--- src/rtl/accumulateur_32bit_pkg.sv ---
`default_nettype none
// ============================================================================
// accumulateur_32bit_pkg : state encodings and saturation limits shared by the
//                          accumulator stages.            Revision 1.0
// ============================================================================
package accumulateur_32bit_pkg;

  typedef enum logic [1:0] {
    ST_IDLE  = 2'b00,
    ST_ACCUM = 2'b01,
    ST_DONE  = 2'b10
  } acc_state_e;

  localparam logic [31:0] SAT_MAX = 32'h7FFF_FFFF;
  localparam logic [31:0] SAT_MIN = 32'h8000_0000;

  // Saturation bound selected by the common sign of the overflowing operands.
  function automatic logic [31:0] sat_value(input logic neg_operands);
    return neg_operands ? SAT_MIN : SAT_MAX;
  endfunction

endpackage
`default_nettype wire

--- src/rtl/accumulateur_32bit_additionneur.sv ---
`default_nettype none
// ============================================================================
// additionneur_32bit : 32-bit two's-complement adder with carry-in.
//                                                         Revision 1.0
// ============================================================================
module additionneur_32bit (
  input  logic [31:0] a_i,
  input  logic [31:0] b_i,
  input  logic        rin_i,
  output logic [31:0] s_o
);

  assign s_o = a_i + b_i + {31'b0, rin_i};

endmodule
`default_nettype wire

--- src/rtl/accumulateur_32bit.sv ---
`default_nettype none
// ============================================================================
// accumulateur_32bit : saturating signed accumulator, bias + N_TERMS terms
//                      per sample, valid/ready on both sides.  Revision 1.0
// ============================================================================
module accumulateur_32bit
  import accumulateur_32bit_pkg::*;
#(
  parameter int N_TERMS = 8
) (
  input  logic        clk,
  input  logic        rst_n,
  input  logic [31:0] bias,
  input  logic [31:0] term_data,
  input  logic        term_valid,
  output logic        term_ready,
  output logic [31:0] y_data,
  output logic        y_valid,
  input  logic        y_ready,
  output logic        y_ovf,
  output logic        busy
);

  localparam int            CW   = $clog2(N_TERMS) + 1;
  localparam logic [CW-1:0] ONE  = CW'(1);
  localparam logic [CW-1:0] LAST = CW'(N_TERMS);

  acc_state_e    state_q, state_d;
  logic [31:0]   acc_q, acc_d;
  logic [CW-1:0] count_q, count_d;
  logic          ovf_q, ovf_d;

  logic          term_hs;
  logic [31:0]   op_a;
  logic [31:0]   sum;
  logic          add_ovf;
  logic [31:0]   sat_sum;

  // Handshake outputs come from registered state only, never from the inputs.
  assign term_ready = (state_q != ST_DONE);
  assign y_valid    = (state_q == ST_DONE);
  assign busy       = (state_q != ST_IDLE);
  assign y_data     = acc_q;
  assign y_ovf      = ovf_q;

  assign term_hs = term_valid & term_ready;

  // The first term of a sample adds onto the bias, later ones onto acc.
  assign op_a = (state_q == ST_IDLE) ? bias : acc_q;

  additionneur_32bit u_add (
    .a_i   (op_a),
    .b_i   (term_data),
    .rin_i (1'b0),
    .s_o   (sum)
  );

  assign add_ovf = (op_a[31] == term_data[31]) && (sum[31] != op_a[31]);
  assign sat_sum = add_ovf ? sat_value(op_a[31]) : sum;

  always_comb begin
    state_d = state_q;
    acc_d   = acc_q;
    count_d = count_q;
    ovf_d   = ovf_q;
    case (state_q)
      ST_IDLE: begin
        if (term_hs) begin
          acc_d   = sat_sum;
          ovf_d   = add_ovf;
          count_d = ONE;
          state_d = (N_TERMS == 1) ? ST_DONE : ST_ACCUM;
        end
      end
      ST_ACCUM: begin
        if (term_hs) begin
          acc_d   = sat_sum;
          ovf_d   = ovf_q | add_ovf;
          count_d = count_q + ONE;
          if (count_d == LAST) begin
            state_d = ST_DONE;
          end
        end
      end
      ST_DONE: begin
        if (y_ready) begin
          state_d = ST_IDLE;
          count_d = '0;
          ovf_d   = 1'b0;
        end
      end
      default: begin
        state_d = ST_IDLE;
      end
    endcase
  end

  always_ff @(posedge clk or negedge rst_n) begin
    if (!rst_n) begin
      state_q <= ST_IDLE;
      acc_q   <= '0;
      count_q <= '0;
      ovf_q   <= 1'b0;
    end else begin
      state_q <= state_d;
      acc_q   <= acc_d;
      count_q <= count_d;
      ovf_q   <= ovf_d;
    end
  end

endmodule
`default_nettype wire

--- config.mk ---
export PLATFORM = sky130hd
export DESIGN_NAME = accumulateur_32bit
export DESIGN_NICKNAME = d
export VERILOG_FILES = /design/src/rtl/accumulateur_32bit_pkg.sv /design/src/rtl/accumulateur_32bit_additionneur.sv /design/src/rtl/accumulateur_32bit.sv
export SDC_FILE = /design/constraint.sdc
export NUM_CORES = 1
export LEC_CHECK = 0
export CAP_MARGIN = 20
export CORE_AREA = 2 2 100 102
export CTS_BUF_LIST = sky130_fd_sc_hd__clkbuf_16
export CTS_CLUSTER_SIZE = 16
export DETAILED_ROUTE_END_ITERATION = 7
export DIE_AREA = 0 0 102 104
export PLACE_DENSITY = 0.73
export SKIP_LAST_GASP = 1
export SYNTH_ARGS = -nofsm -noshare
export SYNTH_HDL_FRONTEND = slang
export SYNTH_SLANG_ARGS = --single-unit
--- constraint.sdc ---
create_clock -name clk -period 3.29 [get_ports clk]
set_input_delay 0.658 -clock clk [delete_from_list [all_inputs] [get_ports clk]]
set_output_delay 0.658 -clock clk [all_outputs]
set_load 0.02 [all_outputs]
==> metrics.md <==
| Metric | Value |
|---|---|
| Seq/Total Area, Yosys | `24.6%` |
| Count leader, synth | `nand2_1` |
| Status | `finished, final reports clean` |
| Syn Area/Cell | `8.05 sq um` |
| Drt first pass iters | `5` |
| Syn nets | `598` |
| Die H | `104 um` |
| Mapped Area | `0.00397 sq mm` |
| Area leader, netlist | `dfrtp_1` |
| Register bit total from synthesis | `39` |
| Final setup TNS | `0 ps` |
| Final setup viols | `0` |
| RSZ-0062 raised after global routing | `yes` |
| Family with the most delay on the worst path | `compound AO/OA/AOI/OAI gates` |
| Clock Tree Root | `clkbuf_16` |
| Die width | `102 um` |
| Least-Margin Pin Slew | `998 ps` |
| # DRC | `0` |
| Buf/Inv on CP | `3` |
| Hpwl dp | `between 10000 and 15000 um` |
| Leak | `2.70 nW` |
| Slew margin rel. | `around 33%` |
| Cell Chain, Critical Path | `inv_2, ha_4, buf_12, mux2_2, ha_4, nand4_1, nor3_4, nand4_1, a211oi_2, o31a_2, buf_12, a21oi_1, o21ai_1` |
| Synth top cells by count | `nand2_1 (62), a21oi_1 (58), dfrtp_1 (39)` |
| CTS tree | `yes` |
| Crit path launch type | `flop` |
| Pin count of the biggest net entering global routing | `49` |
| Max cap viols | `0` |
| Critical Path Slowest Stage Cell | `dfrtp_1` |
| Power per cell area | `1100 mW/mm^2` |
| Synth warnings | `0` |
| Max FO, Critical Path | `16` |
| Via Count | `4280` |
| Port Buf Inserts | `103` |
| Die area | `0.0106 sq mm` |
| Clk Latency, worst-skew pair | `290 ps` |
| Period Utilization, post-route | `99.1%` |
| H-tree Lvls | `2` |
| Top_reg_cell synth | `dfrtp_1` |
| Initial core utilization | `between 40% and 50%` |
| Final wirelength | `13000 um` |
| Crit path DAT | `~3500 ps` |
| Layout cells sized above 1 | `between 20% and 30%` |
| Clock Pin Slew Worst Setup and Hold Paths | `around 60 ps` |
| Wire per inst | `~16 um` |
| Initial antenna violation count | `0` |
| Vias/cell | `approximately 5.3` |
| Gr usage total | `about 24%` |
| Fmax achieved | `between 300 and 400 MHz` |
| Final Hold Viols | `0` |
| # IOs | `104` |
| Cells after DPL | `about 800` |
| Hold_buf cts | `0` |
| Global-route wire length before repair | `20700 um` |
| Routed Antenna Nets | `0` |
| Largest stage delay, worst path | `390 ps` |
| Row Count | `36` |
| Vias in the first global route | `4208` |
| Critical path class | `flop to flop` |
| Initial DRC Count | `between 150 and 200` |
| Ant. Diodes | `0` |
| Final Max Slew Viols | `0` |
| Num CTS Buffers | `5` |
| Synth Instances | `493` |
| Non-filler cells in the finished layout | `802` |
| Min-Delay Path Class | `flop to flop` |
| Clock skew | `11.3 ps` |
| Yosys top cell area share | `24.6%` |
| Netlist cell types | `57` |
| CTS max path bufs | `2` |
| Area delta synth->final | `54.6%` |
| Ys async rst share | `100%` |
| Data required time of the worst path | `3490 ps` |
| Core area | `around 0.0095 sq mm` |
| CTS sink cnt | `39` |
| CP Capture Type | `flop` |
| Number of fill cells in the layout | `875` |
| Global route overflow | `0` |
| Nets | `773` |
| Synth top area cells | `dfrtp_1 (25%), ha_1 (11%), mux2_2 (9.4%)` |
| VDD IR max | `between 0.4 and 0.5 mV` |
| Placer Congestion | `between 0.9 and 1` |
| EDFF count, synth | `0` |
| Post-layout minimum cycle time | `3260 ps` |
-- cell families after synthesis --
logic type	synth area share, %
buffers and inverters	4.32
multiplexers	10.1
flip-flops	24.6
XOR/XNOR	5.74
AND/OR/NAND/NOR	17.8
adder cells (fa/ha/maj)	11.8
AO/OA/AOI/OAI	25.6
-- registers in the layout (all words and copies together) (netlist names) --
register	cells
y_ovf	1
state_q	2
y_data	32
count_q	4
-- layer usage --
| metal | track usage [%] | vias up | part of all wire (%) |
|---|---|---|---|
| li1 | - | 2138 | - |
| met1 | 33.5 | 2014 | 47 |
| met2 | 40.8 | 119 | 48 |
| met3 | 3.43 | 9 | 4.2 |
| met4 | 4.48 | 0 | 0.80 |
| met5 | 0 | - | 0 |
-- worst min-delay path: stages (launching register included) --
cell,delay [ps]
dfrtp_1,360
nand2_1,50
o21ai_1,60
-- layout make-up --
class / instances / area, sq um / area share [%]
timing repair buffer: 193 / 1740 / 28.4
tap: 133 / 166 / 2.71
inverter: 12 / 45.0 / 0.734
clock inverter: 3 / 63.8 / 1.04
multi-input combinational: 417 / 3020 / 49.2
sequential: 39 / 976 / 15.9
clock buffer: 5 / 125 / 2.04
-- repair_timing --
item | CTS | global route
buffers inserted | 1 | 1
hold endpoints to repair | 0 | 0
resized for setup | 14 | 28
setup endpoints to repair | 31 | 31
pin swaps | 5 | 14
-- worst paths after layout --
check	endpoint	depth (start not counted)	slack, ps	start
min in group asynchronous	y_data[8]	1	540	rst_n
setup / recovery	y_data[10]	13	30	state_q[0]
hold / removal	y_data[16]	2	510	y_data[16]
max in group asynchronous	state_q[0]	1	2140	rst_n
hold reg to reg	y_data[16]	2	510	y_data[16]
setup reg to reg	y_data[10]	13	30	state_q[0]
-- placed cells by master (no fill, tap or decap), drive strengths merged, types with 5 or more instances in the layout --
master         count
a21o              11
a21oi             61
buf               91
clkbuf             5
clkdlybuf4s50    102
dfrtp             39
ha                36
inv               13
mux2              33
nand2             62
nand2b            10
nand3             14
nand4              8
nor2              31
nor3               6
o211ai             6
o21a               7
o21ai             55
xnor2             17
xor2               9
-- power breakdown --
group | switching (mW) | leakage (nW) | internal (mW)
sequential | 0.184 | 0.473 | 0.711
clock | 0.216 | 0.0952 | 0.433
combinational | 2.62 | 2.13 | 2.60
total | 3.02 | 2.70 | 3.74
-- stage by stage --
stage	utilization, %	instance area (sq um)	hold slack [ps]	setup WS (ps)	total power [mW]
floorplan	-	3990	362	2.16	3.88
global placement	59.9	5720	487	-271	5.72
detailed placement	59.9	5720	503	-267	5.77
CTS	62.9	6010	516	1.42	6.57
global route	64.3	6140	547	-128	7.28
finish	64.3	6140	511	30.2	6.76
No activity file was read; power rests on OpenSTA's default activity.
==> RTL edit 1, RTL diff (same flow settings) <==
Re-encode `acc_state_e` (3 states) as one-hot, 3 bits wide.
--- a/src/rtl/accumulateur_32bit_pkg.sv
+++ b/src/rtl/accumulateur_32bit_pkg.sv
@@ -5,10 +5,10 @@
 // ============================================================================
 package accumulateur_32bit_pkg;
 
-  typedef enum logic [1:0] {
-    ST_IDLE  = 2'b00,
-    ST_ACCUM = 2'b01,
-    ST_DONE  = 2'b10
+  typedef enum logic [2:0] {
+    ST_IDLE  = 3'b001,
+    ST_ACCUM = 3'b010,
+    ST_DONE  = 3'b100
   } acc_state_e;
 
   localparam logic [31:0] SAT_MAX = 32'h7FFF_FFFF;
Function: same outputs for any inputs over 4 cycles, from zero or initial values and one cycle with rst_n low; so few cycles prove little.
==> RTL edit 1 against the unedited design <==
- the run now ends with negative setup slack left
- via count increased by 9.0%
- power up 39%
- critical path depth grew 2
- worst hold slack worse by 220 ps
- setup slack lost 390 ps
- sequential cell count increased by 1
- count of clock-buffer cells in the layout did not move
- cell area up 15%
- routed wire length grew 18%
- area after synthesis is 3.3% lower
- largest cell class unchanged
- largest power group unchanged
==> RTL edit 1: results (changes against the unedited design) <==
outcome finished, violations left; failing checks negative setup slack; Worst Hold Class primary input to asynchronous set/reset pin; Fill cells 644 (-26%); met2 track demand over resource 43.05% (+2.3 points); inverters 9 (-3); peak supply drop 651.8 uV (+52%); first-pass GRT wire length 21.87 mm (+5.5%); slack of the critical path -360.0 ps (-390.2 ps); First DRT Iteration DRCs 265 (+56%); H-tree levels 2 (unchanged); Int Pwr 5.114 mW (+37%); syn_nets 571 (-4.5%); Port Buffers 103 (unchanged); Most used DFF post-synth dfrtp_1; HPWL after DPL 9.617 mm (-4.9%); CP arrival 3860 ps (+400 ps); placer congestion estimate 0.9438 (-3.7%); clock group total power 0.593 mW (-8.6%); Seq/Total Area, Yosys 26.10% (+1.5 points); met1 WL 6.430 mm (+6.2%); CTS Buf Count 5 (unchanged); pin count of the biggest net entering global routing 41 (-16%); Final setup viols 33 (+33); Async SR Flop Fraction 100.0% (unchanged); DR top layer met4; Final Power 9.363 mW (+39%); routed len/inst 18.62 um (+15%); sequential portion of the cell area 14.19% (-1.7 points); clock-cell share of area 2.445% (-0.63 points); synth top area cells dfrtp_1 (25%), ha_1 (10%), mux2_2 (9.4%), a21oi_1 (7.2%), nor2_1 (5.4%); P_comb 7.82 mW (+50%); leakage power 2.940 nW (+8.8%); # placed instances 791 (-0.13%); syn_area_per_cell 8.170 um2 (+1.5%); Final Non-Filler Cells 821 (+2.4%); number of global-route vias before repair 4561 (+8.4%); routed wl met2 7.627 mm (+21%); FF+latch count 40 (+2.6%); Non-clock buffer share 30.08% (+1.7 points); multi-input gates 405 (-2.9%); Setup WS pre-CTS -405.0 ps (-138.1 ps); root buffer cell clkbuf_16; Synth top cells by count a21oi_1 (55), nor2_1 (55), nand2_1 (47); skew final 5.436 ps (-5.852 ps); Buffers, non-clock 226 (+17%); via/cell ratio 5.683 (+6.5%); Routed met3 length 906 um (+68%); worst slew pin tran 545.9 ps (-451.9 ps); Cell variety after synth 61 (+7.0%); Clock Tree Buf Depth 2 (unchanged); Multi-input gate area 0.003563 mm2 (+18%); GR Util met3 3.898% (+0.47 points); met1 usage 34.06% (+0.57 points); Total Routing Usage GR 25.56% (+1.2 points); Critical Path Fanout Max 6 (-10); share of layout cells above drive strength 1 41.86% (+16 points); Clock Latency Late Sink 290 ps (about the same); synth warn 0 (unchanged)
-- RTL edit 1: cell count changes after synthesis, moves of 8 or more --
cell	change
o21ai_0	+9
o21ai_1	-27
nor2_1	+24
nor3_1	+9
nand2_1	-15
xnor2_1	-8
-- RTL edit 1: repair_timing --
| action | 4_1_cts | 5_1_grt |
|---|---|---|
| resized for setup | 60 | 66 |
| endpoints found under the setup margin | 32 | 33 |
| endpoints found under the hold margin | 0 | 0 |
| pin swaps | 10 | 30 |
| buffers inserted | 13 | 6 |
| cloned | 4 | 2 |
-- RTL edit 1: worst paths after layout --
path                            startpoint          to  slack (ps)  cells past startpoint
worst max-delay path            state_q[0]  y_data[12]        -360                     15
worst min-delay path                 rst_n   y_data[4]         290                      1
worst max register to register  state_q[0]  y_data[12]        -360                     15
worst min register to register  y_data[31]  y_data[31]         510                      2
max in group asynchronous            rst_n  state_q[0]        2450                      2
min in group clk                y_data[31]  y_data[31]         510                      2
-- RTL edit 1: kinds of logic after synthesis --
kind of cell	Yosys count	synth area share (%)
AOI/OAI and AO/OA	147	24.60
xor gates and xnor gates	16	3.650
adders and majority gates	33	10.95
buffers and inverters	25	2.770
DFF	40	26.10
muxes	33	9.645
and+or+nand+nor	176	22.29
-- RTL edit 1: metrics by stage --
stage / TNS [ps] / cell area (um2)
3_3_place_gp: -7109 / 6018
6_report: -9546 / 7063
3_5_place_dp: -9695 / 6018
5_1_grt: -13790 / 7063
2_1_floorplan: -2288 / 4169
4_1_cts: -6350 / 6718
-- RTL edit 1: worst max-delay path, cell delays in order, from the launching register on --
cell	delay (ps)
dfstp_2	530
nor3b_4	260
buf_6	160
buf_12	130
mux2_4	310
ha_4	280
and4_1	240
and3_4	220
nand3_4	100
a211oi_4	240
o41ai_4	100
buf_4	150
and3b_1	180
buf_4	150
or3b_4	370
a21oi_2	130
==> RTL edit 2, RTL diff (config.mk and constraints unchanged) <==
Without the edit above. Set the parameter `N_TERMS` to 32 (it was 8).
--- a/src/rtl/accumulateur_32bit.sv
+++ b/src/rtl/accumulateur_32bit.sv
@@ -6,7 +6,7 @@
 module accumulateur_32bit
   import accumulateur_32bit_pkg::*;
 #(
-  parameter int N_TERMS = 8
+  parameter int N_TERMS = 32
 ) (
   input  logic        clk,
   input  logic        rst_n,
Check against the original RTL: not equivalent (Yosys sat finds a counterexample within 10 cycles, from zero or initial values and one cycle with rst_n low).
==> RTL edit 2 against the unedited design <==
- sequential cell count is 2 higher
- sequential share of layout area fell by 0.71 points
- largest cell class unchanged
- area after synthesis is 0.50% higher
- power grew 3.5%
- setup slack worse by 200 ps
- the flow now finishes with violations (negative setup slack)
- largest power group unchanged
- cell area is 10% higher
- die area did not move
- routed wire length rose by 7.0%
==> RTL edit 2: results (changes against the unedited design) <==
compound-gate portion of the synthesized area 25.81% (+0.19 points); Seq/Total Area, Yosys 25.71% (+1.1 points); skew final 5.818 ps (-5.470 ps); peak supply drop 528.8 uV (+24%); placer congestion estimate 0.9077 (-7.4%); first-pass GRT wire length 22.50 mm (+8.6%); syn_nets 579 (-3.2%); GR Util met3 3.360% (-0.067 points); Fill cells 731 (-16%); First DRT Iteration DRCs 295 (+74%); number of global-route vias before repair 4667 (+11%); Final TNS setup -2714 ps (-2714 ps); proportion of synthesized area in mux cells 9.784% (-0.33 points); Synth top cells by count nand2_1 (52), a21oi_1 (46), dfrtp_1 (41); met1 usage 34.03% (+0.55 points); Worst Hold Class primary input to asynchronous set/reset pin; leakage power 2.928 nW (+8.4%); routed len/inst 17.02 um (+4.9%); CP arrival 3620 ps (+160 ps); clock-pin slew on the worst setup and hold paths 60 ps (about the same); failing checks negative setup slack; XOR/XNOR Fraction of Synth Area 4.829% (-0.91 points); synth top area cells dfrtp_1 (26%), ha_1 (11%), mux2_2 (9.0%), a21oi_1 (5.8%), nand2_1 (4.9%); Setup WS pre-CTS -464.7 ps (-197.8 ps); pin count of the biggest net entering global routing 42 (-14%); Final nets 789 (+2.1%); met2 track demand over resource 45.16% (+4.4 points); Total Routing Usage GR 26.02% (+1.7 points); Register-to-Register Path Depth 12 (-1); share of layout cells above drive strength 1 34.74% (+8.9 points); Critical Path Fanout Max 7 (-9); outcome finished, violations left; HPWL after DPL 9.972 mm (-1.4%); Final setup viols 32 (+32); slack of the critical path -168.1 ps (-198.3 ps); DR vias 4570 (+6.8%); synthesized-area fraction occupied by adder cells 11.79% (-0.059 points); RR Endpoint y_data[27]; worst slew pin tran 877.9 ps (-119.9 ps); switching power 3.029 mW (+0.36%)
RTL edit 2: cell count changes after synthesis, moves of 4 or more:
cell / before / now
a221o_1: 1 / 7
a21oi_1: 58 / 46
a31oi_1: 4 / 10
nand2b_1: 10 / 6
o21ai_1: 32 / 13
nand2_1: 62 / 52
nor2_1: 31 / 27
nor2b_1: 4 / 10
RTL edit 2: area by class of cell:
cell class	instances	area [um2]	share of cell area (%)
Clock buffer	5	125.1	1.852
Clock inverter	3	46.29	0.6851
Inverter	12	45.04	0.6665
Multi-Input combinational cell	400	3292	48.71
Sequential cell	41	1026	15.18
Tap cell	133	166.4	2.463
Timing Repair Buffer	224	2057	30.44
RTL edit 2: timing repair:
item / 4_1_cts / 5_1_grt
resized for setup: 40 / 35
cloned: 1 / 0
endpoints found under the hold margin: 0 / 0
endpoints found under the setup margin: 32 / 32
pin swaps: 20 / 26
buffers inserted: 16 / 5
RTL edit 2: worst max-delay path: stages, from the launching register on:
cell,delay (ps)
dfrtp_1,390
inv_2,90
ha_4,170
buf_12,130
mux2_4,310
ha_4,240
a211o_1,320
or4_4,560
o211ai_4,290
nand3_2,160
nor2_4,210
nor2_4,90
a221o_1,370
RTL edit 2: metrics by stage:
| stage | total power, mW | util (%) | hold slack (ps) | instances |
|---|---|---|---|---|
| after CTS | 6.624 | 68.11 | 514.0 | 813 |
| after global placement | 5.423 | 62.17 | 488.8 | 788 |
| final | 6.995 | 70.77 | 320.3 | 818 |
| after global routing | 7.486 | 70.77 | 351.4 | 818 |
| after floorplan | 3.711 | - | 362.4 | 474 |
| after detailed placement | 5.525 | 62.17 | 502.5 | 788 |
RTL edit 2: how the worst max path moves through the flow:
stage	to	slack (ps)	cells after the start
floorplan	y_data[30]	-140	14
global placement	y_data[30]	-380	13
detailed placement	y_data[30]	-460	13
CTS	y_data[27]	-120	14
global route	y_data[27]	-290	14
finish	y_data[27]	-170	12
RTL edit 2: routing by layer:
layer	routed length [um]	share of wire, %
met1	5801	42
met2	7031	51
met3	824	5.9
met4	261	1.9
met5	0	0
RTL edit 2: cell families after synthesis:
kind of cell | Yosys count
flops | 41
fa+ha+maj | 37
compound gates | 158
xor+xnor | 22
mux | 35
simple gates | 148
buf+inv | 33
RTL edit 2: power by group through the flow:
stage,Clock (mW),Sequential [mW],Combinational [mW]
after global placement,0,0.923,4.50
after global routing,0.609,0.959,5.92
after floorplan,0,1.12,2.59
after detailed placement,0,0.932,4.59
after CTS,0.585,0.927,5.11
final,0.575,0.931,5.49
